**src/rtl/rggen_axi4lite_apb_bridge.sv**
```systemverilog
// AXI4-Lite slave to APB master bridge.
// Handles one transaction at a time through IDLE -> SETUP -> ACCESS -> RESPONSE.
// When a write and a read arrive together, the grant alternates between them.
module rggen_axi4lite_apb_bridge #(
  parameter int ADDRESS_WIDTH = 16,
  parameter int DATA_WIDTH    = 32
) (
  input  logic                      clk,
  input  logic                      rst,
  // AXI4-Lite write channels
  input  logic                      awvalid,
  output logic                      awready,
  input  logic [ADDRESS_WIDTH-1:0]  awaddr,
  input  logic                      wvalid,
  output logic                      wready,
  input  logic [DATA_WIDTH-1:0]     wdata,
  input  logic [DATA_WIDTH/8-1:0]   wstrb,
  output logic                      bvalid,
  input  logic                      bready,
  output logic [1:0]                bresp,
  // AXI4-Lite read channels
  input  logic                      arvalid,
  output logic                      arready,
  input  logic [ADDRESS_WIDTH-1:0]  araddr,
  output logic                      rvalid,
  input  logic                      rready,
  output logic [DATA_WIDTH-1:0]     rdata,
  output logic [1:0]                rresp,
  // APB master
  output logic                      psel,
  output logic                      penable,
  output logic                      pwrite,
  output logic [ADDRESS_WIDTH-1:0]  paddr,
  output logic [DATA_WIDTH-1:0]     pwdata,
  output logic [DATA_WIDTH/8-1:0]   pstrb,
  input  logic                      pready,
  input  logic                      pslverr,
  input  logic [DATA_WIDTH-1:0]     prdata
);

  typedef enum logic [1:0] {
    IDLE,
    SETUP,
    ACCESS,
    RESPONSE
  } state_t;

  state_t state;
  state_t state_next;
  logic   write_first;
  logic   write_eligible;
  logic   read_eligible;
  logic   conflict;
  logic   grant_write;
  logic   grant_read;
  logic   access_done;
  logic   response_taken;

  // A write needs both address and data present; a lone channel is never taken.
  assign write_eligible = awvalid && wvalid;
  assign read_eligible  = arvalid;
  assign conflict       = (state == IDLE) && !rst && write_eligible && read_eligible;
  assign access_done    = (state == ACCESS) && pready;
  assign response_taken = pwrite ? bready : rready;

  // Next-state and grant decode; grants only exist in IDLE and never while in reset.
  always_comb begin
    // NOTE: every signal assigned here gets a default first so no path leaves it
    // unassigned, which would otherwise infer a latch.
    state_next  = state;
    grant_write = 1'b0;
    grant_read  = 1'b0;
    case (state)
      IDLE: begin
        if (!rst) begin
          if (write_eligible && (!read_eligible || write_first)) begin
            grant_write = 1'b1;
          end else if (read_eligible) begin
            grant_read = 1'b1;
          end
          if (grant_write || grant_read) begin
            state_next = SETUP;
          end
        end
      end
      SETUP:    state_next = ACCESS;
      ACCESS:   if (pready) state_next = RESPONSE;
      RESPONSE: if (response_taken) state_next = IDLE;
      default:  state_next = IDLE;
    endcase
  end

  assign awready = grant_write;
  assign wready  = grant_write;
  assign arready = grant_read;
  assign psel    = (state == SETUP) || (state == ACCESS);
  assign penable = (state == ACCESS);
  assign bvalid  = (state == RESPONSE) && pwrite;
  assign rvalid  = (state == RESPONSE) && !pwrite;

  // State register.
  always_ff @(posedge clk) begin
    // NOTE: sequential state uses non-blocking assignments so every register
    // samples the values from before this edge, independent of block order.
    if (rst) begin
      state <= IDLE;
    end else begin
      state <= state_next;
    end
  end

  // Arbitration pointer: flips only when both request types compete.
  always_ff @(posedge clk) begin
    if (rst) begin
      write_first <= 1'b1;
    end else if (conflict) begin
      write_first <= !write_first;
    end
  end

  // APB request fields latched at acceptance; response fields latched at pready.
  always_ff @(posedge clk) begin
    if (rst) begin
      paddr  <= '0;
      pwrite <= 1'b0;
      pwdata <= '0;
      pstrb  <= '0;
      bresp  <= 2'b00;
      rresp  <= 2'b00;
      rdata  <= '0;
    end else begin
      if (grant_write) begin
        paddr  <= awaddr;
        pwrite <= 1'b1;
        pwdata <= wdata;
        pstrb  <= wstrb;
      end else if (grant_read) begin
        paddr  <= araddr;
        pwrite <= 1'b0;
        pstrb  <= '0;
      end
      if (access_done) begin
        if (pwrite) begin
          bresp <= pslverr ? 2'b10 : 2'b00;
        end else begin
          rresp <= pslverr ? 2'b10 : 2'b00;
          rdata <= prdata;
        end
      end
    end
  end

endmodule

```
**config.mk**
```make
export PLATFORM = sky130hd
export DESIGN_NAME = rggen_axi4lite_apb_bridge
export DESIGN_NICKNAME = d
export VERILOG_FILES = /design/src/rtl/rggen_axi4lite_apb_bridge.sv
export SDC_FILE = /design/constraint.sdc
export NUM_CORES = 1
export LEC_CHECK = 0
export CAP_MARGIN = 40
export CORE_MARGIN = 2
export CORE_UTILIZATION = 40
export DETAILED_ROUTE_END_ITERATION = 16
export DONT_BUFFER_PORTS = 1
export MAX_ROUTING_LAYER = met4
export PLACE_DENSITY_LB_ADDON = 0.08
export SYNTH_ARGS = -nofsm -noshare
export SYNTH_HDL_FRONTEND = slang
export SYNTH_SLANG_ARGS = --single-unit
```
**constraint.sdc**
```tcl
create_clock -name clk -period 2.1 [get_ports clk]
set_input_delay 0.42 -clock clk [delete_from_list [all_inputs] [get_ports clk]]
set_output_delay 0.42 -clock clk [all_outputs]
set_load 0.01 [all_outputs]
```
==> results of run 1 <==
-- Yosys cell counts (all sizes together) --
library cell    n
nand2         138
dfxtp          90
a21oi          39
nand3b         35
buf            16
clkbuf         16
mux2i          13
nor2           13
a211oi         11
inv             7
a222oi          5
nand3           5
ha              4
a31oi           2
nor2b           2
nor3            2
a21o            1
a31o            1
and2            1
clkinv          1
conb            1
nand2b          1
nand4           1
nor4bb          1
o21ai           1
or2             1
or3b            1
or4b            1
-- routing by layer --
| layer | part of all wire, % | track usage [%] | vias up |
|---|---|---|---|
| li1 | - | - | 1342 |
| met1 | 40 | 20.0 | 1258 |
| met2 | 49 | 27.6 | 123 |
| met3 | 8.7 | 4.89 | 15 |
| met4 | 2.5 | 7.38 | 0 |
| met5 | 0 | - | - |
-- kinds of logic (layout without fill, tap and decap cells) --
kind of cell | Yosys count | in the layout | share of synthesized area (%)
other cells | 1 | 2 | 0.105
fa+ha+maj | 4 | 4 | 1.40
buf+inv | 40 | 40 | 5.81
compound gates | 60 | 60 | 11.7
simple gates | 202 | 202 | 27.0
flops | 90 | 90 | 50.4
mux | 13 | 13 | 3.64
-- critical path: stages (launching register included) --
cell and delay, ps:
dfxtp_1 330, inv_1 100, ha_1 170, or4b_4 520
inv_8 120
-- flip-flops by register name, summed over array words and instances (netlist names) --
name / count
pwdata: 32
rdata: 32
paddr: 16
pstrb: 4
state: 2
bresp: 1
pwrite: 1
rresp: 1
write_first: 1
-- area by class of cell --
type	instances	area share, %
clock buffers	11	3.40
clock inverters	5	1.42
repair inverters	1	0.129
repair buffers	15	3.24
flip-flops and latches	90	46.6
inverters	8	0.971
multi-input cells	281	40.7
well taps	108	3.50
-- layout by cell type, fill, tap and decap left out, types with 9 or more instances in the layout --
cell type,synthesis,routed
nand2_1,138,138
nor2_1,13,12
nand3b_2,9,9
mux2i_1,13,13
a21oi_1,39,39
dfxtp_1,90,90
a211oi_2,11,11
nand3b_1,26,26
buf_4,7,14
clkbuf_8,0,9
-- power breakdown --
part           switching [uW]  internal [uW]
registers                 274           1940
clock network             603            548
logic                     351            288
total                    1230           2770
-- metrics by stage --
step | setup WS (ps) | std cells | power, uW | utilization (%)
after floorplan | 152 | 411 | 2720 | -
after global placement | 186 | 497 | 2860 | 41.8
after detailed placement | 152 | 497 | 2870 | 41.8
after CTS | 57.5 | 514 | 4040 | 44.1
after global routing | 11.0 | 519 | 4220 | 44.6
final | 103 | 519 | 4000 | 44.6
-- final timing paths --
check                  from         to
setup reg to reg   state[0]  paddr[10]
hold / removal          rst  rdata[11]
hold reg to reg   rdata[15]  rdata[15]
setup / recovery   state[0]    awready
-- what timing repair did --
action | in CTS | in global routing
setup endpoints to repair | 2 | 3
buffers inserted | 0 | 5
pin swaps | 0 | 1
gates cloned | 1 | 0
gates resized for setup | 2 | 2
==> results.rst, run 1 <==
.. list-table::
   :header-rows: 1

   * - Metric
     - Value
   * - Run status
     - complete, no violations
   * - I/O pins
     - between 200 and 250
   * - Buffer depth of the longest clock path
     - 2
   * - Power density of the placed cells
     - 1030 nW/um^2
   * - Fin Clk Skew
     - around 13 ps
   * - Root buffer cell
     - clkbuf_8
   * - Wire length reported by the detailed router
     - around 8500 microns
   * - Insertion delay to the later sink of the worst-skew pair
     - ~350 ps
   * - First-pass GRT wire length
     - ~13,000 microns
   * - Number of antenna violations at the first check in global routing
     - 0
   * - Post-synth top area share
     - about half
   * - Number of synthesized register bits
     - 90
   * - Total number of placement rows
     - 34
   * - Count of unresolved DRC violations after routing
     - 0
   * - Required time of the worst setup path
     - roughly 1700 ps
   * - Area used by multi-input combinational logic
     - roughly 1600 sq um
   * - Number of violations of the max-capacitance limit
     - 0
   * - Clock tree from TritonCTS
     - built
   * - Leak pwr
     - 0.00159 uW
   * - Distinct cell type count after synthesis
     - 31
   * - Number of antenna diodes
     - 0
   * - Setup slack of the most critical reg-to-reg path
     - 160 ps
   * - Die extent in x
     - between 90 and 100 microns
   * - Number of buffers created by CTS
     - 9
   * - Reg area
     - about 1800 sq um
   * - Final number of max-transition violations
     - 0
   * - Cell Area, Placed
     - between 3000 and 4000 sq um
   * - Maximum level of the CTS H-tree
     - 3
   * - Min Hold Slack
     - between 100 and 150 ps
   * - Signed area change from the synthesized netlist to the final layout
     - 8.16%
   * - I/O Buffers
     - 0
   * - Hold Buf Count CTS
     - 0
   * - Yosys warning total
     - 0
   * - Path category of the worst min-delay check
     - in -> reg
   * - Share of cells above drive strength 1
     - 13.9%
   * - Sinks on the clock net
     - 90
   * - Final Net Count
     - just over 500
   * - DP Wirelength
     - 5840 microns
   * - Average wire per cell in the routed design
     - 16.4 microns
   * - Via Count
     - approximately 2,700
   * - Final worst-path cycle share
     - 95.1%
   * - Synthesized instance count
     - just over 400
   * - Core area
     - around 8700 sq um
   * - Average size of a mapped cell
     - just under 9 sq um
   * - Final estimated routing congestion in global placement
     - ~0.73
   * - Global routing usage summed across all routing layers
     - 17.1%
   * - Die area
     - ~9700 sq um
   * - Initial core utilization
     - 41.2%
   * - Aggregate global routing overflow
     - 0
   * - Cell taking the most area after synthesis
     - dfxtp_1
   * - Via count of the first global-routing pass
     - around 2,600
   * - Category of the worst setup path capture point
     - output pin
   * - Worst-case reg-to-reg path depth
     - 7
   * - Vert. Die Dim
     - 98.5 microns
   * - Final antenna-violating net count
     - 0
   * - Final Hold Viols
     - 0
   * - Post-layout instance area
     - about 3900 sq um
   * - Peak supply drop
     - about 370 uV
   * - Maximum number of pins on one net before global-route repair
     - just under 90
   * - Number of violations reported at the end of detailed-routing iteration 0
     - 131
   * - Count of endpoints failing setup in the final report
     - 0
   * - Count of TritonRoute iterations in the first routing pass
     - 5
   * - Cell types with the largest area share after synthesis
     - dfxtp_1 50%, nand2_1 14%, a21oi_1 5.5%, nand3b_1 5.5%, a211oi_2 3.9%
   * - Tmin final
     - 2000 ps
   * - Highest fanout seen on the critical path
     - 8
   * - RSZ-0062 raised after global routing
     - no
   * - Clock slew seen by the registers of the worst setup and hold paths
     - roughly 90 ps
   * - Arrival time of data at the critical path endpoint
     - approximately 1600 ps
   * - Class of the most critical setup path
     - reg -> out
   * - Syn Std Cell Area
     - 3570 sq um
   * - Setup TNS
     - 0 ps
   * - Post-synthesis sequential area ratio
     - about half
   * - Cell depth of the worst min-delay path
     - 1
   * - Slew of the pin with the lowest slew margin
     - ~600 ps
   * - Setup crit start kind
     - flop
   * - Via-to-Cell Ratio
     - ~5.3
   * - Relative slew margins
     - about three fifths
   * - Fill cell total of the finished layout
     - just under 900
   * - Fmax achieved
     - 501 MHz
Note: power is estimated with default switching activity, not from simulation.
==> inputs of run 2 (changes only) <==
--- a/config.mk
+++ b/config.mk
@@ -5,12 +5,12 @@
 export SDC_FILE = /design/constraint.sdc
 export NUM_CORES = 1
 export LEC_CHECK = 0
+export ABC_CLOCK_PERIOD_IN_PS = 2100
 export CAP_MARGIN = 40
 export CORE_MARGIN = 2
 export CORE_UTILIZATION = 40
 export DETAILED_ROUTE_END_ITERATION = 16
 export DONT_BUFFER_PORTS = 1
-export MAX_ROUTING_LAYER = met4
 export PLACE_DENSITY_LB_ADDON = 0.08
 export SYNTH_ARGS = -nofsm -noshare
 export SYNTH_HDL_FRONTEND = slang
==> results.rst, run 2 (synthesis results as in run 1) <==
.. list-table::
   :header-rows: 1

   * - Metric
     - Value
   * - Arrival time of data at the critical path endpoint
     - around 1600 ps
   * - Via count of the first global-routing pass
     - 2,568
   * - Die extent in x
     - 98.5 microns
   * - Fill cell total of the finished layout
     - approximately 880
   * - Die area
     - 9710 sq um
   * - Slew of the pin with the lowest slew margin
     - about 600 ps
   * - Vert. Die Dim
     - ~100 microns
   * - Initial core utilization
     - between 40% and 50%
   * - Insertion delay to the later sink of the worst-skew pair
     - approximately 350 ps
   * - Leak pwr
     - approximately 0.0016 uW
   * - Count of TritonRoute iterations in the first routing pass
     - 6
   * - Wire length reported by the detailed router
     - between 8000 and 9000 microns
   * - RSZ-0062 raised after global routing
     - no
   * - Setup slack of the most critical reg-to-reg path
     - roughly 160 ps
   * - Worst-case reg-to-reg path depth
     - 7
   * - I/O Buffers
     - 0
   * - Hold Buf Count CTS
     - 0
   * - Net switching share of the total power
     - between 30% and 40%
   * - Required time of the worst setup path
     - around 1700 ps
   * - Stage delay of the slowest cell on the critical path
     - 520 ps
   * - Class of the most critical setup path
     - reg -> out
   * - Peak supply drop
     - around 360 uV
   * - Part of the power in registers
     - 55.4%
   * - Clock tree from TritonCTS
     - built
   * - Via Count
     - 2,740
   * - Via-to-Cell Ratio
     - approximately 5.3
   * - Reg-to-reg critical path endpoint
     - paddr[10]
   * - Number of violations reported at the end of detailed-routing iteration 0
     - 113
   * - Root buffer cell
     - clkbuf_8
   * - Final Hold Viols
     - 0
   * - Relative slew margins
     - between 50% and 60%
   * - Fin Clk Skew
     - roughly 12 ps
   * - Critical path, cell by cell
     - inv_1 > ha_1 > or4b_4 > inv_8
   * - Highest fanout seen on the critical path
     - 8
   * - PnR Total Power
     - approximately 4000 uW
   * - Global routing usage summed across all routing layers
     - 16.6%
   * - Path category of the worst min-delay check
     - in -> reg
   * - Number of buffers created by CTS
     - 9
   * - Combinational power share
     - 16.0%
   * - Tmin final
     - 1990 ps
   * - Sinks on the clock net
     - 90
   * - Final worst-path cycle share
     - between 90% and 100%
   * - Maximum number of pins on one net before global-route repair
     - between 80 and 90
   * - Maximum level of the CTS H-tree
     - 3
   * - Count of endpoints failing setup in the final report
     - 0
   * - Fraction of power consumed by the clock network
     - between 20 and 30%
   * - End-of-flow core utilization
     - between 40 and 50%
   * - Total number of placement rows
     - 34
   * - Signed area change from the synthesized netlist to the final layout
     - 8.16%
   * - Core area
     - 8680 sq um
   * - Clock slew seen by the registers of the worst setup and hold paths
     - approximately 90 ps
   * - Count of unresolved DRC violations after routing
     - 0
   * - Worst Setup SP
     - state[0]
   * - Run status
     - complete, no violations
   * - Cell internal power dissipation
     - 2770 uW
   * - Number of antenna diodes
     - 0
   * - Largest registers in the final layout
     - pwdata (32), rdata (32), paddr (16)
   * - Critical path endpoint
     - awready
   * - Final estimated routing congestion in global placement
     - just over 0.7
   * - Aggregate global routing overflow
     - 0
   * - DP Wirelength
     - between 5000 and 6000 microns
   * - First-pass GRT wire length
     - approximately 13,000 microns
   * - Critical Path Slowest Stage Cell
     - or4b_4
   * - Average wire per cell in the routed design
     - around 16 microns
   * - Power density of the placed cells
     - 1030 nW/um^2
   * - Fmax achieved
     - 501 MHz
   * - Setup crit start kind
     - flop
   * - Combined buffer and inverter count along the critical path
     - 2
   * - Crit-path leading delay family
     - simple AND/OR/NAND/NOR gates
   * - Share of cells above drive strength 1
     - 13.9%
   * - I/O pins
     - a little over 200
   * - Number of antenna violations at the first check in global routing
     - 0
   * - Category of the worst setup path capture point
     - output pin
   * - Commonest cells after routing, fill and taps aside
     - 138 x nand2_1, 90 x dfxtp_1, 39 x a21oi_1, 26 x nand3b_1, 14 x buf_4
   * - Final antenna-violating net count
     - 0
   * - Most common cell after layout, fill and taps aside
     - nand2_1
   * - Final Net Count
     - approximately 520
   * - Buffer depth of the longest clock path
     - 2
   * - Final number of max-transition violations
     - 0
   * - Setup TNS
     - 0 ps
   * - Number of violations of the max-capacitance limit
     - 0
   * - Startpoint of the lowest-slack register-to-register path
     - state[0]
   * - Number of logic stages on the critical path including buffering
     - 4
   * - Switching power of the nets
     - 1220 uW
==> run 2: cell counts in the layout (fill, tap and decap cells not counted) <==
No cell type changed its count.
==> run 2: metal layers <==
layer / track usage, % / up-vias / wire length, microns
met5: 0 / - / 0
met4: 7.38 / 0 / 204
met3: 6.10 / 14 / 890
met2: 27.7 / 131 / 4110
met1: 19.2 / 1251 / 3300
li1: - / 1344 / -
==> run 2: power groups by stage <==
stage / Sequential, uW / Clock (uW) / Combinational (uW)
6_report: 2210 / 1140 / 639
5_1_grt: 2240 / 1260 / 723
4_1_cts: 2210 / 1200 / 627
3_5_place_dp: 2250 / 0 / 622
3_3_place_gp: 2250 / 0 / 608
2_1_floorplan: 2190 / 0 / 529
==> run 2: through the flow <==
step / setup WS (ps) / hold WS (ps) / area (sq um) / cells
2_1_floorplan: 152 / 481 / 3580 / 411
3_3_place_gp: 186 / 487 / 3630 / 497
3_5_place_dp: 152 / 489 / 3630 / 497
4_1_cts: 57.5 / 110 / 3830 / 514
5_1_grt: 11.0 / 117 / 3870 / 519
6_report: 106 / 142 / 3870 / 519
==> run 2: final cells by class <==
class                      instances  area, sq um  share of cell area [%]
sequential                        90         1800                    46.6
clock buffer                      11          131                    3.40
timing repair buffer              15          125                    3.24
multi-input combinational        281         1580                    40.7
inverter                           8         37.5                   0.971
clock inverter                     5         55.1                    1.42
tap                              108          135                    3.50
timing repair inverter             1         5.00                   0.129
==> run 2: repair_timing <==
item | 4_1_cts | 5_1_grt
buffers inserted | 0 | 5
resized for setup | 2 | 2
cloned | 1 | 0
endpoints found under the setup margin | 2 | 3
pin swaps | 0 | 1
==> run 2: how the worst min path moves through the flow <==
stage	from	endpoint	cells past startpoint
3_3_place_gp	rdata[9]	rdata[9]	2
5_1_grt	rst	rdata[6]	1
2_1_floorplan	rdata[0]	rdata[0]	2
3_5_place_dp	rdata[15]	rdata[15]	2
6_report	rst	rdata[7]	1
4_1_cts	rst	paddr[8]	1
==> inputs of run 3 (changes only) <==
--- a/config.mk
+++ b/config.mk
@@ -12,6 +12,7 @@
 export DETAILED_ROUTE_END_ITERATION = 16
 export DONT_BUFFER_PORTS = 1
 export PLACE_DENSITY_LB_ADDON = 0.08
+export SKIP_LAST_GASP = 1
 export SYNTH_ARGS = -nofsm -noshare
 export SYNTH_HDL_FRONTEND = slang
 export SYNTH_SLANG_ARGS = --single-unit
==> results.rst, run 3 (synthesis results as in run 1) <==
.. list-table::
   :header-rows: 1

   * - Metric
     - Value
   * - Worst-case setup margin in the final layout
     - approximately 100 ps
   * - Setup crit start kind
     - flop
   * - Reg-to-reg critical path endpoint
     - paddr[10]
   * - Die extent in x
     - a little under 100 microns
   * - Worst Setup SP
     - state[0]
   * - Worst setup timing slack at the placement stage
     - 152 ps
   * - Power density of the placed cells
     - a little over 1000 nW/um^2
   * - Buffer depth of the longest clock path
     - 2
   * - Global routing usage summed across all routing layers
     - 16.6%
   * - Root buffer cell
     - clkbuf_8
   * - Category of the worst setup path capture point
     - output pin
   * - Worst-case reg-to-reg path depth
     - 7
   * - Final Hold Viols
     - 0
   * - Maximum level of the CTS H-tree
     - 3
   * - Peak supply drop
     - about 360 uV
   * - Min Hold Slack
     - roughly 140 ps
   * - I/O Buffers
     - 0
   * - Sinks on the clock net
     - 90
   * - Total number of placement rows
     - 34
   * - Path category of the worst min-delay check
     - in -> reg
   * - Count of unresolved DRC violations after routing
     - 0
   * - Tmin final
     - around 2000 ps
   * - Signed area change from the synthesized netlist to the final layout
     - 8.16%
   * - Core area
     - slightly below 9000 sq um
   * - Die area
     - 9710 sq um
   * - Clock tree from TritonCTS
     - built
   * - DP Wirelength
     - ~6000 microns
   * - RSZ-0062 raised after global routing
     - yes
   * - Setup TNS
     - 0 ps
   * - Aggregate global routing overflow
     - 0
   * - Via count of the first global-routing pass
     - about 2,600
   * - Fin Clk Skew
     - around 13 ps
   * - Share of cells above drive strength 1
     - 13.6%
   * - Arrival time of data at the critical path endpoint
     - 1580 ps
   * - Initial core utilization
     - ~41%
   * - Fmax achieved
     - about 500 MHz
   * - Via-to-Cell Ratio
     - ~5.3
   * - I/O pins
     - between 200 and 250
   * - Number of violations reported at the end of detailed-routing iteration 0
     - 100
   * - Final number of max-transition violations
     - 0
   * - Class of the most critical setup path
     - reg -> out
   * - Number of buffers created by CTS
     - 9
   * - Vert. Die Dim
     - between 90 and 100 microns
   * - End-of-flow core utilization
     - between 40% and 50%
   * - Required time of the worst setup path
     - 1680 ps
   * - Setup slack of the most critical reg-to-reg path
     - about 160 ps
   * - Maximum number of pins on one net before global-route repair
     - 89
   * - Clock slew seen by the registers of the worst setup and hold paths
     - about 90 ps
   * - Run status
     - complete, no violations
   * - Final Net Count
     - 519
   * - Cell depth of the worst min-delay path
     - 1
   * - Average wire per cell in the routed design
     - between 15 and 20 microns
   * - Number of violations of the max-capacitance limit
     - 0
   * - Final antenna-violating net count
     - 0
   * - Count of TritonRoute iterations in the first routing pass
     - 7
   * - Number of antenna diodes
     - 0
   * - Final estimated routing congestion in global placement
     - between 0.7 and 0.8
   * - Worst Hold Endpoint
     - rdata[7]
   * - Relative slew margins
     - about 60%
   * - Commonest cells after routing, fill and taps aside
     - 138 x nand2_1, 90 x dfxtp_1, 39 x a21oi_1, 26 x nand3b_1, 14 x buf_4
   * - Most common cell after layout, fill and taps aside
     - nand2_1
   * - Via Count
     - 2,728
   * - Count of endpoints failing setup in the final report
     - 0
   * - HP Start
     - rst
   * - First-pass GRT wire length
     - approximately 13,000 microns
   * - Insertion delay to the later sink of the worst-skew pair
     - 350 ps
   * - Startpoint of the lowest-slack register-to-register path
     - state[0]
   * - Fill cell total of the finished layout
     - about 880
   * - Final worst-path cycle share
     - between 90 and 100%
   * - Highest fanout seen on the critical path
     - 8
   * - Number of antenna violations at the first check in global routing
     - 0
   * - Area used by multi-input combinational logic
     - between 1500 and 2000 sq um
   * - Largest registers in the final layout
     - pwdata (32), rdata (32), paddr (16)
   * - Reg area
     - about 1800 sq um
   * - Leak pwr
     - 0.00159 uW
   * - Slew of the pin with the lowest slew margin
     - 600 ps
   * - Wire length reported by the detailed router
     - between 8000 and 9000 microns
run 3: changes by cell type in the layout (fill, tap and decap cells not counted):
cell	delta
inv_1	+1
inv_2	-1
run 3: final cells by class:
type                    instances  area share, %
flip-flops and latches         90           46.6
clock buffers                  11           3.40
repair buffers                 15           3.24
multi-input cells             281           40.7
repair inverters                1          0.129
clock inverters                 5           1.42
inverters                       8          0.971
well taps                     108           3.50
run 3: critical path: stages, from the launching register on:
cell	delay, ps
dfxtp_1	330
inv_1	100
ha_1	170
or4b_4	520
inv_8	120
run 3: per-stage QoR:
stage / power [uW] / std cells / cell area (sq um)
2_1_floorplan: 2720 / 411 / 3580
3_3_place_gp: 2860 / 497 / 3630
3_5_place_dp: 2870 / 497 / 3630
4_1_cts: 4040 / 514 / 3830
5_1_grt: 4220 / 519 / 3870
6_report: 3990 / 519 / 3870
run 3: report_power, final:
| group | total (uW) | internal (uW) | leakage, uW | switching (uW) |
|---|---|---|---|---|
| sequential | 2210 | 1940 | 0.000732 | 272 |
| combinational | 638 | 288 | 0.000773 | 351 |
| clock | 1140 | 548 | 0.0000893 | 596 |
run 3: how the worst max path moves through the flow:
stage,slack (ps),cells after the start,endpoint
after floorplan,150,6,wready
after global placement,190,6,paddr[0]
after detailed placement,150,6,paddr[4]
after CTS,60,4,awready
after global routing,-20,6,arready
final,100,4,awready
run 3: what timing repair did:
item / in CTS / in global routing
buffers inserted: 0 / 5
hold buffers: 0 / 0
endpoints found under the setup margin: 2 / 3
gates resized for setup: 2 / 1
pin swaps: 0 / 1
gates cloned: 1 / 0
run 3: per-layer routing:
metal | track usage, % | share of wire [%] | up-vias | wire [microns]
met5 | 0 | 0 | - | 0
met4 | 7.38 | 2.7 | 0 | 227
met3 | 6.10 | 10 | 16 | 875
met2 | 27.7 | 48 | 128 | 4080
met1 | 19.2 | 39 | 1240 | 3320
li1 | - | - | 1344 | -
